--- config.mk ---
export PLATFORM = sky130hd
export DESIGN_NAME = memory_reg_ctrl
export DESIGN_NICKNAME = d
export VERILOG_FILES = /design/src/rtl/memory_reg_ctrl.sv
export SDC_FILE = /design/constraint.sdc
export NUM_CORES = 1
export LEC_CHECK = 0
export CAP_MARGIN = 20
export CORE_AREA = 5 5 42 44
export CTS_CLUSTER_SIZE = 30
export DETAILED_ROUTE_END_ITERATION = 6
export DIE_AREA = 0 0 47 49
export PLACE_DENSITY = 0.74
export SYNTH_ARGS = -nofsm -noshare
export SYNTH_HDL_FRONTEND = slang
export SYNTH_SLANG_ARGS = --single-unit
--- constraint.sdc ---
create_clock -name i_Clk -period 2.4 [get_ports i_Clk]
set_clock_uncertainty 0.2 [all_clocks]
set_input_delay 0.72 -clock i_Clk [delete_from_list [all_inputs] [get_ports i_Clk]]
set_output_delay 0.72 -clock i_Clk [all_outputs]
set_load 0.01 [all_outputs]
--- src/rtl/memory_reg_ctrl.sv ---
// ============================================================================
// Module   : memory_reg_ctrl
// Brief    : Execute->Memory pipeline register with data-memory handshake,
//            stall generation and optional access timeout (MEMCTRL_TIMEOUT_EN).
// Revision : 1.0 - initial release
// ============================================================================
`default_nettype none

module memory_reg_ctrl #(
    parameter int TIMEOUT_CYCLES = 16
) (
    input  logic       i_Clk,
    input  logic       i_Reset,
    input  logic       i_RegWriteE,
    input  logic [1:0] i_ResultSrcE,
    input  logic       i_MemWriteE,
    input  logic [4:0] i_RdE,
    input  logic       i_FlushM,
    input  logic       i_MemAck,
    output logic       o_MemReq,
    output logic       o_MemWe,
    output logic       o_StallM,
    output logic       o_RegWriteM,
    output logic [1:0] o_ResultSrcM,
    output logic [4:0] o_RdM,
    output logic       o_MemErr
);

    localparam logic [0:0] c_IDLE   = 1'b0;
    localparam logic [0:0] c_ACCESS = 1'b1;

    generate
        if (TIMEOUT_CYCLES < 2 || TIMEOUT_CYCLES > 255) begin : g_bad_timeout
            $error("memory_reg_ctrl: TIMEOUT_CYCLES must be in 2..255");
        end
    endgenerate

    logic [0:0] r_state;
    logic       r_reg_write;
    logic [1:0] r_result_src;
    logic       r_mem_write;
    logic [4:0] r_rd;

    logic       w_access;
    logic       w_ack;
    logic       w_stall;
    logic       w_timeout;
    logic       w_n_reg_write;
    logic [1:0] w_n_result_src;
    logic       w_n_mem_write;
    logic [4:0] w_n_rd;
    logic       w_n_mem_op;

    assign w_access = (r_state == c_ACCESS);

`ifdef MEMCTRL_TIMEOUT_EN
    localparam logic [7:0] c_TO_LAST = 8'(TIMEOUT_CYCLES - 1);

    logic [7:0] r_wait_cnt;
    logic       r_mem_err;

    // The last permitted wait cycle behaves as a forced ack.
    assign w_timeout = w_access & ~i_MemAck & (r_wait_cnt == c_TO_LAST);

    always_ff @(posedge i_Clk) begin
        if (!i_Reset) begin
            r_wait_cnt <= 8'd0;
            r_mem_err  <= 1'b0;
        end else begin
            r_mem_err <= w_timeout;
            if (w_stall) begin
                r_wait_cnt <= r_wait_cnt + 8'd1;
            end else begin
                r_wait_cnt <= 8'd0;
            end
        end
    end

    assign o_MemErr = r_mem_err;
`else
    assign w_timeout = 1'b0;
    assign o_MemErr  = 1'b0;
`endif

    assign w_ack   = i_MemAck | w_timeout;
    assign w_stall = w_access & ~w_ack;

    always_comb begin
        w_n_reg_write  = i_RegWriteE;
        w_n_result_src = i_ResultSrcE;
        w_n_mem_write  = i_MemWriteE;
        w_n_rd         = i_RdE;
        if (i_FlushM) begin
            w_n_reg_write  = 1'b0;
            w_n_result_src = 2'b00;
            w_n_mem_write  = 1'b0;
            w_n_rd         = 5'd0;
        end
    end

    assign w_n_mem_op = (w_n_result_src == 2'b01) | w_n_mem_write;

    // Whenever the stage advances, the FSM simply follows the newly loaded op.
    always_ff @(posedge i_Clk) begin
        if (!i_Reset) begin
            r_state      <= c_IDLE;
            r_reg_write  <= 1'b0;
            r_result_src <= 2'b00;
            r_mem_write  <= 1'b0;
            r_rd         <= 5'd0;
        end else if (!w_stall) begin
            r_state      <= w_n_mem_op ? c_ACCESS : c_IDLE;
            r_reg_write  <= w_n_reg_write;
            r_result_src <= w_n_result_src;
            r_mem_write  <= w_n_mem_write;
            r_rd         <= w_n_rd;
        end
    end

    assign o_MemReq     = w_access;
    assign o_MemWe      = w_access & r_mem_write;
    assign o_StallM     = w_stall;
    assign o_RegWriteM  = r_reg_write & ~w_stall & ~w_timeout;
    assign o_ResultSrcM = r_result_src;
    assign o_RdM        = r_rd;

endmodule

`default_nettype wire

# Yosys cells after proc, flatten, opt, wreduce, memory -nomap -nowiden

Cells that the tools add are included.

Bitwise logic cells: 6
Equal/unequal tests: 1
Multiplexer cells: 5

Operator list:

| kind                                                                   | count |
|---|---|
| 5-bit 2-to-1 mux                                                       | 1 |
| 1-bit bitwise AND                                                      | 3 |
| 1-bit 2-to-1 mux                                                       | 3 |
| 2-bit by 1-bit equality test with 1-bit output (second input constant) | 1 |
| 2-bit 2-to-1 mux                                                       | 1 |
| 1-bit inverter                                                         | 2 |
| 1-bit OR                                                               | 1 |

Register bits: 10
Logic and storage cells: 17
Output and inout bits: 12
Bits of input ports: 13

# Depth between registers and ports, before layout

Gate-level depths: netlist (run 1).

Word-level depth: 4
Gate-level depth with buffers: 5
Mapped depth without buffers: 4

# Least setup slack after synthesis (run 1)

OpenSTA, ideal clock, no wires.

Kind: input -> output
Start point: input i_MemAck
End point: output o_RegWriteM
Required time: 1.480 ns
Setup slack: 0.302 ns
Buffers on the path: 1
Data arrival time: 1.178 ns
Stages: 3
Path through: nand2b_4 > buf_4 > and2_1

Word-level cells in the longest chain between the ends: 4

RTL lines:

| what              | RTL line | source |
|---|---|---|
| start, declared   | 19       | `input logic i_MemAck,` |
| 1-bit inverter    | 86       | `assign w_stall = w_access & ~w_ack;` |
| 1-bit bitwise AND | 86       |  |
| 1-bit inverter    | 123      | `assign o_RegWriteM = r_reg_write & ~w_stall & ~w_timeout;` |
| 1-bit bitwise AND | 123      |  |
| end, declared     | 23       | `output logic o_RegWriteM,` |

Every way passes these cells.

# Worst setup path in the final report (run 1)

Same ends and word-level chain as after synthesis.

==> results_dict.tcl, run 1 <==
set metrics [dict create \
    yosys.cell_types.count 13 \
    area.growth.synth_to_final_pct 53.5 \
    layout-drive-gt1-share_pct 25.7 \
    rr_endpoint "o_MemReq" \
    grt_pass1_wl_um 1750 \
    hold_buffers 0 \
    clock_tree.root_cell "clkbuf_4" \
    time_the_final_worst_path_needs_with_i_o_delays_and_setup_ps 2280 \
    power.switching_fraction_pct 21.9 \
    yosysWarnings 0 \
    design.core.area_sq_um 1400 \
    first_pass_iters 4 \
    clock_tree.buffer_depth 2 \
    ys_seq_elements 10 \
    post-layout-total-power_mw 0.356 \
    yosys.area.top_type "dfxtp_1" \
    post-route-drc-count 0 \
    crit_fanout 4 \
    nets 89 \
    internal_power_mw 0.278 \
    post_dr_vias_cell 4.57 \
    grt_setup_unrepaired "false" \
    ant_nets 0 \
    placed_cells 87 \
    insertedDiodeCount 0 \
    synth_xor_area_share_pct 0 \
    p_comb_share_pct 20.4 \
    worstPathArrival_ps 1360 \
    finalSetupViolations 0 \
    drv_cap 0 \
    mappedNetlistArea_sq_um 482 \
    number_of_antenna_violations_at_the_first_check_in_global_routing 0 \
    postRouteWirelength_um 1040 \
    starting_density_of_the_core_pct 34.4 \
    total_die_area_sq_um 2300 \
    r2r-start "o_MemReq" \
    die_h_um 49 \
    grt_overflow 0 \
    metal3_wl_um 127 \
    crit_path_top_delay_cell "dlygate4sd2_1" \
    placement_rows 14 \
    wire_per_inst_um 11.6 \
    drv_slew 0 \
    hold_class "reg -> reg" \
    dp_hpwl_um 847 \
    run_status "completed" \
    synthesis.area_per_instance_sq_um 10.0 \
    aggregate_global_route_resource_usage_pct 10.2 \
    netlist.area_leader.share_pct 41.6 \
    top_cells_by_area_in_the_synthesized_netlist "dfxtp_1 (42%), a21boi_2 (21%), nand3b_1 (12%), nand2_1 (7.8%), buf_4 (3.1%)" \
    via_count 411 \
    detail_route.iter0.violations 5 \
    design.portCount 25 \
    gp_congestion 0.664 \
    tritoncts.num_buffers 3 \
    timing.critical_path.cells "dlygate4sd2_1 -> nand2b_4 -> and2_1 -> buf_2" \
    rr_worst_depth 4 \
    grt_start_max_net_pins 11 \
    portbufs 23 \
    die-width_um 47 \
    syn_inst 48 \
    layout.core_utilization_pct 52.8 \
    routed-wl-met2_um 496 \
    tritoncts "built" \
    worstSkewPairLatency_ps 250 \
    synth_top_family_by_area "simple AND/OR/NAND/NOR gates" \
    final_hold_viol_count 0 \
    top_signal_layer_used "met3" \
    startpoint_type "input pin" \
    hold_path_sink "r_reg_write" \
    synth_sequential_area_ratio_pct 41.6 \
    synth.area.mux_share_pct 0 \
    switchingPower_mw 0.0777 \
    synthesis.nets 61 \
    htree_num_levels 1 \
    end_kind "output port" \
    reg2reg_slack_ps 1160 \
    synth_adder_area_share_pct 0 \
    clock_sinks 10 \
    grt_pass1_vias 421 \
    max_freq_mhz 439 \
    clkPwrFrac_pct 29.3 \
    power_per_cell_area_nw_per_um2 481 \
    p_leak_nw 0.276 \
    clk_pin_slew_ps 60 \
    crit_path_max_incr_delay_ps 230 \
    fin_tns_setup_ps 0 \
    ir_worst_vdd_uv 249 \
    timing.final.crit_share_pct 94.9 \
    worstHoldPathCells 2 \
    setup.worst_path.class "in -> out" \
    hp-start "r_reg_write" \
    critical_path_required_ps 1480 \
    yosys.area_share.simple_pct 28.6 \
    synth-compound-area-share_pct 22.9 \
    power.sequential.fraction_pct 50.3 \
    detail_route.wirelength.met1_um 416 \
    layout.cells.non_filler 90 \
]
-- synth_stat cells --
master	instances
nor3b_1	1
nor2b_1	1
nand2_1	10
o31a_1	1
nand3b_1	8
inv_2	1
dfxtp_1	10
buf_4	2
conb_1	1
and2_1	2
a21boi_2	9
buf_6	1
nand2b_4	1
-- critical path, delay by kind of cell --
family        cells  cell delay [ps]
buf+inv           2              360
simple gates      2              280
-- how the worst max path moves through the flow --
| stage | startpoint | endpoint | slack (ps) | cells after the start |
|---|---|---|---|---|
| 6_report | i_MemAck | o_RegWriteM | 120 | 4 |
| 5_1_grt | i_MemAck | o_RegWriteM | 80 | 4 |
| 4_1_cts | i_MemAck | o_RegWriteM | 120 | 4 |
| 3_5_place_dp | i_MemAck | o_RegWriteM | -480 | 4 |
| 3_3_place_gp | i_MemAck | o_RegWriteM | -480 | 4 |
| 2_1_floorplan | i_MemAck | o_RegWriteM | 300 | 3 |
-- sequential cells by signal (all words and copies together), names as in the netlist --
| register | count |
|---|---|
| o_MemReq | 1 |
| o_ResultSrcM | 2 |
| r_reg_write | 1 |
| r_mem_write | 1 |
| o_RdM | 5 |
-- logic make-up (layout without fill, tap and decap cells) --
| logic type | count (synthesis) | after routing |
|---|---|---|
| AOI/OAI and AO/OA | 10 | 10 |
| buffers and inverters | 4 | 30 |
| DFF | 10 | 10 |
| other | 1 | 1 |
| and+or+nand+nor | 23 | 23 |
-- power groups by stage --
stage          combinational (mW)  sequential (mW)  clock (mW)
2_1_floorplan              0.0302            0.185           0
3_3_place_gp               0.0748            0.182           0
3_5_place_dp               0.0754            0.183           0
4_1_cts                    0.0737            0.179       0.112
5_1_grt                    0.0784            0.180       0.122
6_report                   0.0724            0.179       0.104
-- cells in the final DEF (no fill, tap or decap) --
| cell type | netlist | final |
|---|---|---|
| clkdlybuf4s50_1 | 0 | 20 |
| nand2_1 | 10 | 10 |
| dfxtp_1 | 10 | 10 |
| a21boi_2 | 9 | 9 |
| nand3b_1 | 8 | 8 |
| clkbuf_4 | 0 | 3 |
| buf_4 | 2 | 3 |
| and2_1 | 2 | 2 |
| buf_2 | 0 | 2 |
| nand2b_4 | 1 | 1 |
| inv_2 | 1 | 1 |
| nor2b_1 | 1 | 1 |
| nor3b_1 | 1 | 1 |
| o31a_1 | 1 | 1 |
| conb_1 | 1 | 1 |
| dlygate4sd2_1 | 0 | 1 |
-- final cells by class --
class / instances / area, sq um
Inverter: 1 / 3.75
Fill cell: 154 / 662
Multi-Input combinational cell: 34 / 251
Clock buffer: 3 / 22.5
Timing Repair Buffer: 26 / 241
Tap cell: 16 / 20.0
Sequential cell: 10 / 200
-- routing by layer --
| layer | vias to the layer above | GRT usage (%) |
|---|---|---|
| met5 | - | 0 |
| met4 | 0 | 4.15 |
| met3 | 0 | 3.69 |
| met2 | 19 | 15.2 |
| met1 | 177 | 13.1 |
| li1 | 215 | - |
-- metrics by stage --
| stage | setup slack, ps | hold WS (ps) | area, sq um |
|---|---|---|---|
| 6_report | 122 | 254 | 739 |
| 5_1_grt | 79.0 | 283 | 739 |
| 4_1_cts | 116 | 256 | 739 |
| 3_5_place_dp | -481 | 246 | 728 |
| 3_3_place_gp | -481 | 242 | 728 |
| 2_1_floorplan | 302 | 236 | 482 |
-- what timing repair did --
| item | in CTS | in global routing |
|---|---|---|
| setup endpoints to repair | 2 | 0 |
| gates resized for setup | 9 | 0 |
| buffers inserted | 0 | 0 |
No activity file was read; power rests on OpenSTA's default activity.
==> run 2: changes to the inputs <==
==> constraint.sdc (replaced) <==
create_clock -name i_Clk -period 2.4 [get_ports i_Clk]
set_clock_uncertainty 0.2 [all_clocks]
set_input_delay 0.72 -clock i_Clk [delete_from_list [all_inputs] [get_ports i_Clk]]
set_output_delay 0.72 -clock i_Clk [all_outputs]
set_load 0.02 [all_outputs]
==> run 2 against run 1 <==
Sequential power is essentially flat. Die area is the same. Final cell count is the same. Register-to-register slack is essentially flat. Fmax shrank 1.8%.
==> results_dict.tcl, run 2 (synthesized netlist as in run 1, its figures left out) <==
set metrics [dict create \
    first_pass_iters 4 \
    dp_hpwl_um 820 \
    startpoint_type "register" \
    grt_overflow 0 \
    postPlaceCellArea_sq_um 728 \
    post_dr_vias_cell 4.90 \
    run_status "completed" \
    power_per_cell_area_nw_per_um2 497 \
    timing.critical_path.buf_inv 1 \
    tritoncts.num_buffers 3 \
    drv_slew 0 \
    dp_slack_ps -560 \
    crit_path_max_incr_delay_ps 600 \
    critical_path_required_ps 1480 \
    most-common-layout-cells "clkdlybuf4s50_1 (20), nand2_1 (10), dfxtp_1 (10), a21boi_2 (9), nand3b_1 (8)" \
    finish.instance_area_sq_um 748 \
    design.core.area_sq_um 1400 \
    insertedDiodeCount 0 \
    placed_cells 87 \
    grt_pass1_wl_um 1820 \
    starting_density_of_the_core_pct 34.4 \
    layout_commonest_cell "clkdlybuf4s50_1" \
    largest_register_ff_count 5 \
    design.portCount 25 \
    grt_setup_unrepaired "false" \
    setup.worst_path.class "reg -> out" \
    layout.cells.non_filler 90 \
    finalSetupViolations 0 \
    number_of_antenna_violations_at_the_first_check_in_global_routing 0 \
    die-width_um 47 \
    worstSkewPairLatency_ps 260 \
    crit_path_top_delay_cell "clkdlybuf4s50_1" \
    grt_pass1_vias 439 \
    time_the_final_worst_path_needs_with_i_o_delays_and_setup_ps 2320 \
    post-route-drc-count 0 \
    portbufs 23 \
    via_count 441 \
    ir_worst_vdd_uv 263 \
    clock_tree.root_cell "clkbuf_4" \
    worstPathArrival_ps 1400 \
    p_leak_nw 0.278 \
    clock_tree.buffer_depth 2 \
    total_die_area_sq_um 2300 \
    hold_class "reg -> reg" \
    aggregate_global_route_resource_usage_pct 10.9 \
    layout-drive-gt1-share_pct 27.0 \
    clock_sinks 10 \
    gp_congestion 0.663 \
    end_kind "output port" \
    die_h_um 49 \
    nets 89 \
    grt_start_max_net_pins 11 \
    postRouteWirelength_um 1090 \
    max_freq_mhz 431 \
    crit_fanout 3 \
    timing.critical_path.cells "and2_1 -> clkdlybuf4s50_1" \
    layout_setup_ws_ps 80.6 \
    placement_rows 14 \
    final_hold_viol_count 0 \
    drv_cap 0 \
    htree_num_levels 1 \
    detail_route.iter0.violations 6 \
    clk_pin_slew_ps 60 \
    critical_path.top_delay_family "buffers and inverters" \
    wire_per_inst_um 12.1 \
    timing.final.crit_share_pct 96.6 \
    tritoncts "built" \
    area.growth.synth_to_final_pct 55.3 \
    ant_nets 0 \
]
-- run 2: cell types whose count changed in the layout (fill, tap and decap cells not counted) --
cell / change
buf_2: -1
buf_6: +1
and2_1: -1
and2_4: +1
-- run 2: final timing paths --
check / startpoint / to / slack [ps] / cells past startpoint
setup / recovery: o_MemReq / o_MemWe / 80 / 2
hold / removal: r_mem_write / r_mem_write / 260 / 2
setup reg to reg: o_MemReq / o_MemReq / 1160 / 4
hold reg to reg: r_mem_write / r_mem_write / 260 / 2
-- run 2: timing repair --
| action | 4_1_cts | 5_1_grt |
|---|---|---|
| hold buffers | 0 | 0 |
| setup endpoints to repair | 2 | 0 |
| endpoints found under the hold margin | 0 | 0 |
| setup buffers | 0 | 0 |
| resized for setup | 12 | 0 |
-- run 2: report_power, final --
| part | internal (mW) | switching (mW) | total, mW |
|---|---|---|---|
| clock network | 0.0577 | 0.0537 | 0.111 |
| logic | 0.0477 | 0.0336 | 0.0813 |
| registers | 0.174 | 0.00473 | 0.179 |
-- run 2: area by class of cell --
type,count,area (sq um)
inverter,1,3.75
multi-input combinational,34,254
tap,16,20.0
sequential,10,200
timing repair buffer,26,248
clock buffer,3,22.5
fill,150,653
-- run 2: stage by stage --
stage                     util (%)  TNS (ps)  hold WS (ps)  power, mW
after floorplan                  -         0           236      0.223
after global placement        52.0      -997           242      0.264
after detailed placement      52.0     -1030           251      0.265
after CTS                     53.4         0           261      0.378
after global routing          53.4         0           279      0.393
final                         53.4         0           256      0.372
-- run 2: routing by layer --
metal	vias to the layer above	part of all wire (%)	track usage, %
met5	-	0	0
met4	0	0.55	6.91
met3	2	14	4.06
met2	21	46	16.5
met1	206	40	12.2
li1	212	-	-
-- run 2: tightest hold or removal path, cell delays in order (launching register included) --
cell	delay (ps)
dfxtp_1	310
nand2_1	60
a21boi_2	40
==> run 3: changes to the inputs <==
--- a/config.mk
+++ b/config.mk
@@ -10,6 +10,7 @@
 export CTS_CLUSTER_SIZE = 30
 export DETAILED_ROUTE_END_ITERATION = 6
 export DIE_AREA = 0 0 47 49
+export GPL_ROUTABILITY_DRIVEN = 0
 export PLACE_DENSITY = 0.74
 export SYNTH_ARGS = -nofsm -noshare
 export SYNTH_HDL_FRONTEND = slang
==> results of run 3 <==
Final layout, timing and power as in run 2 (identical DEF).
==> RTL edit, RTL diff (settings of run 3) <==
Build with the macro `MEMCTRL_TIMEOUT_EN` defined.
--- a/src/rtl/memory_reg_ctrl.sv
+++ b/src/rtl/memory_reg_ctrl.sv
@@ -6,4 +6,6 @@
 // ============================================================================
 `default_nettype none
+
+`define MEMCTRL_TIMEOUT_EN
 
 module memory_reg_ctrl #(
Behaviour: no difference found for any inputs over 10 cycles, from zero or initial values and one cycle with i_Reset low; that may be too few to reach the edited logic, so the function may still have changed.
==> RTL edit against run 3 <==
The run now ends with setup timing left; global-route usage rose by 8.4 points; synthesized area rose by 68%; via count increased by 68%; sequential power up 83%; sequential cell count up 9; wire length rose by 73%; core utilization rose by 32 points; power up 55%; setup slack worse by 0.12 ns; combinational power barely moved; design area is 59% higher; critical path type unchanged; critical endpoint is now o_StallM.
==> RTL edit: results <==
{
  "outcome": "finished with violations",
  "violations": "setup timing",
  "seqAreaFraction_pct": 32.1,
  "synth_xor_area_share_pct": 2.16,
  "postCtsSetupRepairBufs": 1,
  "synthAdderAreaFrac_pct": 1.54,
  "grt_use_met1_pct": 22.9,
  "arrival_ns": 1.51,
  "wl_met1_um": 783,
  "worstHoldStart": "o_RdM[3]$_SDFFE_PN0N_",
  "r2r-start": "r_wait_cnt[5]$_SDFF_PN0_",
  "multiInputGateArea_um2": 398,
  "synth.distinct_cells": 26,
  "place_ws_ns": -0.650,
  "fin_nets": 144,
  "peakVddDrop_mv": 0.399,
  "dr.first_iter.drc_count": 12,
  "reg2reg_slack_ns": 0.56,
  "crit_family": "simple AND/OR/NAND/NOR gates",
  "syn_area_per_cell_um2": 9.21,
  "yosys-top-cells-count": "21 x nand2_1, 19 x dfxtp_1, 9 x mux2i_1",
  "n_fill_cell": 93,
  "num_vias": 742,
  "grt_use_total_pct": 19.3,
  "register_area_um2": 383,
  "crit_path_max_fanout": 2,
  "wl_per_cell_um": 13.0,
  "layout.non_clock_inverters": 2,
  "setup_violations": 1,
  "first_global_vias": 756,
  "min_to": "o_RdM[3]$_SDFFE_PN0N_",
  "synthMuxAreaShare_pct": 11.1,
  "buf_share_pct": 29.7,
  "reg2reg_depth": 5,
  "portBuffers": 24,
  "hold_class": "flip-flop to flip-flop",
  "layout_setup_ws_ns": -0.0349,
  "grt_max_degree": 13,
  "leakagePower_nw": 0.515,
  "reg2reg_to": "o_RdM[1]$_SDFFE_PN0N_",
  "synth.area.top_cells": "dfxtp_1 47%, mux2i_1 11%, nand2_1 9.7%",
  "critPathMaxStageDelay_ns": 0.55,
  "whs_ns": 0.266,
  "yosysSeqAreaShare_pct": 46.9,
  "slowest_stage": "or4_4",
  "wl_met3_um": 140,
  "cts.clk_slew.worst_paths_ns": 0.11,
  "ys_warn_count": 0,
  "met2_length_um": 895,
  "grt_pass1_wl_mm": 3.25,
  "synth_compound_area_share_pct": 9.57,
  "final_cells": 145,
  "multi_input_gates": 64,
  "grtUsageMet2_pct": 30.1,
  "synth_fp_nets": 102,
  "setup_tns_ns": -0.0349,
  "ctsResizeCount": 15,
  "flops_and_latches": 19
}
[RTL edit: cell types whose count changed after synthesis, sizes merged, moves of 4 or more]
cell,run 3,this run
dfxtp,10,19
o21ai,0,4
mux2i,0,9
nand3b,8,1
a21oi,0,4
nand2,10,21
a21boi,9,1
nor2,0,4
[RTL edit: power breakdown]
group / leakage, nW / total, W / switching (W) / internal (W)
sequential: 0.156 / 0.000328 / 0.00000412 / 0.000324
clock: 0.0139 / 0.000168 / 0.000104 / 0.0000636
combinational: 0.345 / 0.0000812 / 0.0000350 / 0.0000463
[RTL edit: worst max-delay path by stage]
stage,startpoint,end,cells after the start
finish,r_wait_cnt[5]$_SDFF_PN0_,o_StallM,4
global route,r_wait_cnt[5]$_SDFF_PN0_,o_StallM,4
CTS,r_wait_cnt[5]$_SDFF_PN0_,o_StallM,4
detailed placement,i_MemAck,o_StallM,5
global placement,i_MemAck,o_StallM,5
floorplan,i_MemAck,o_StallM,4
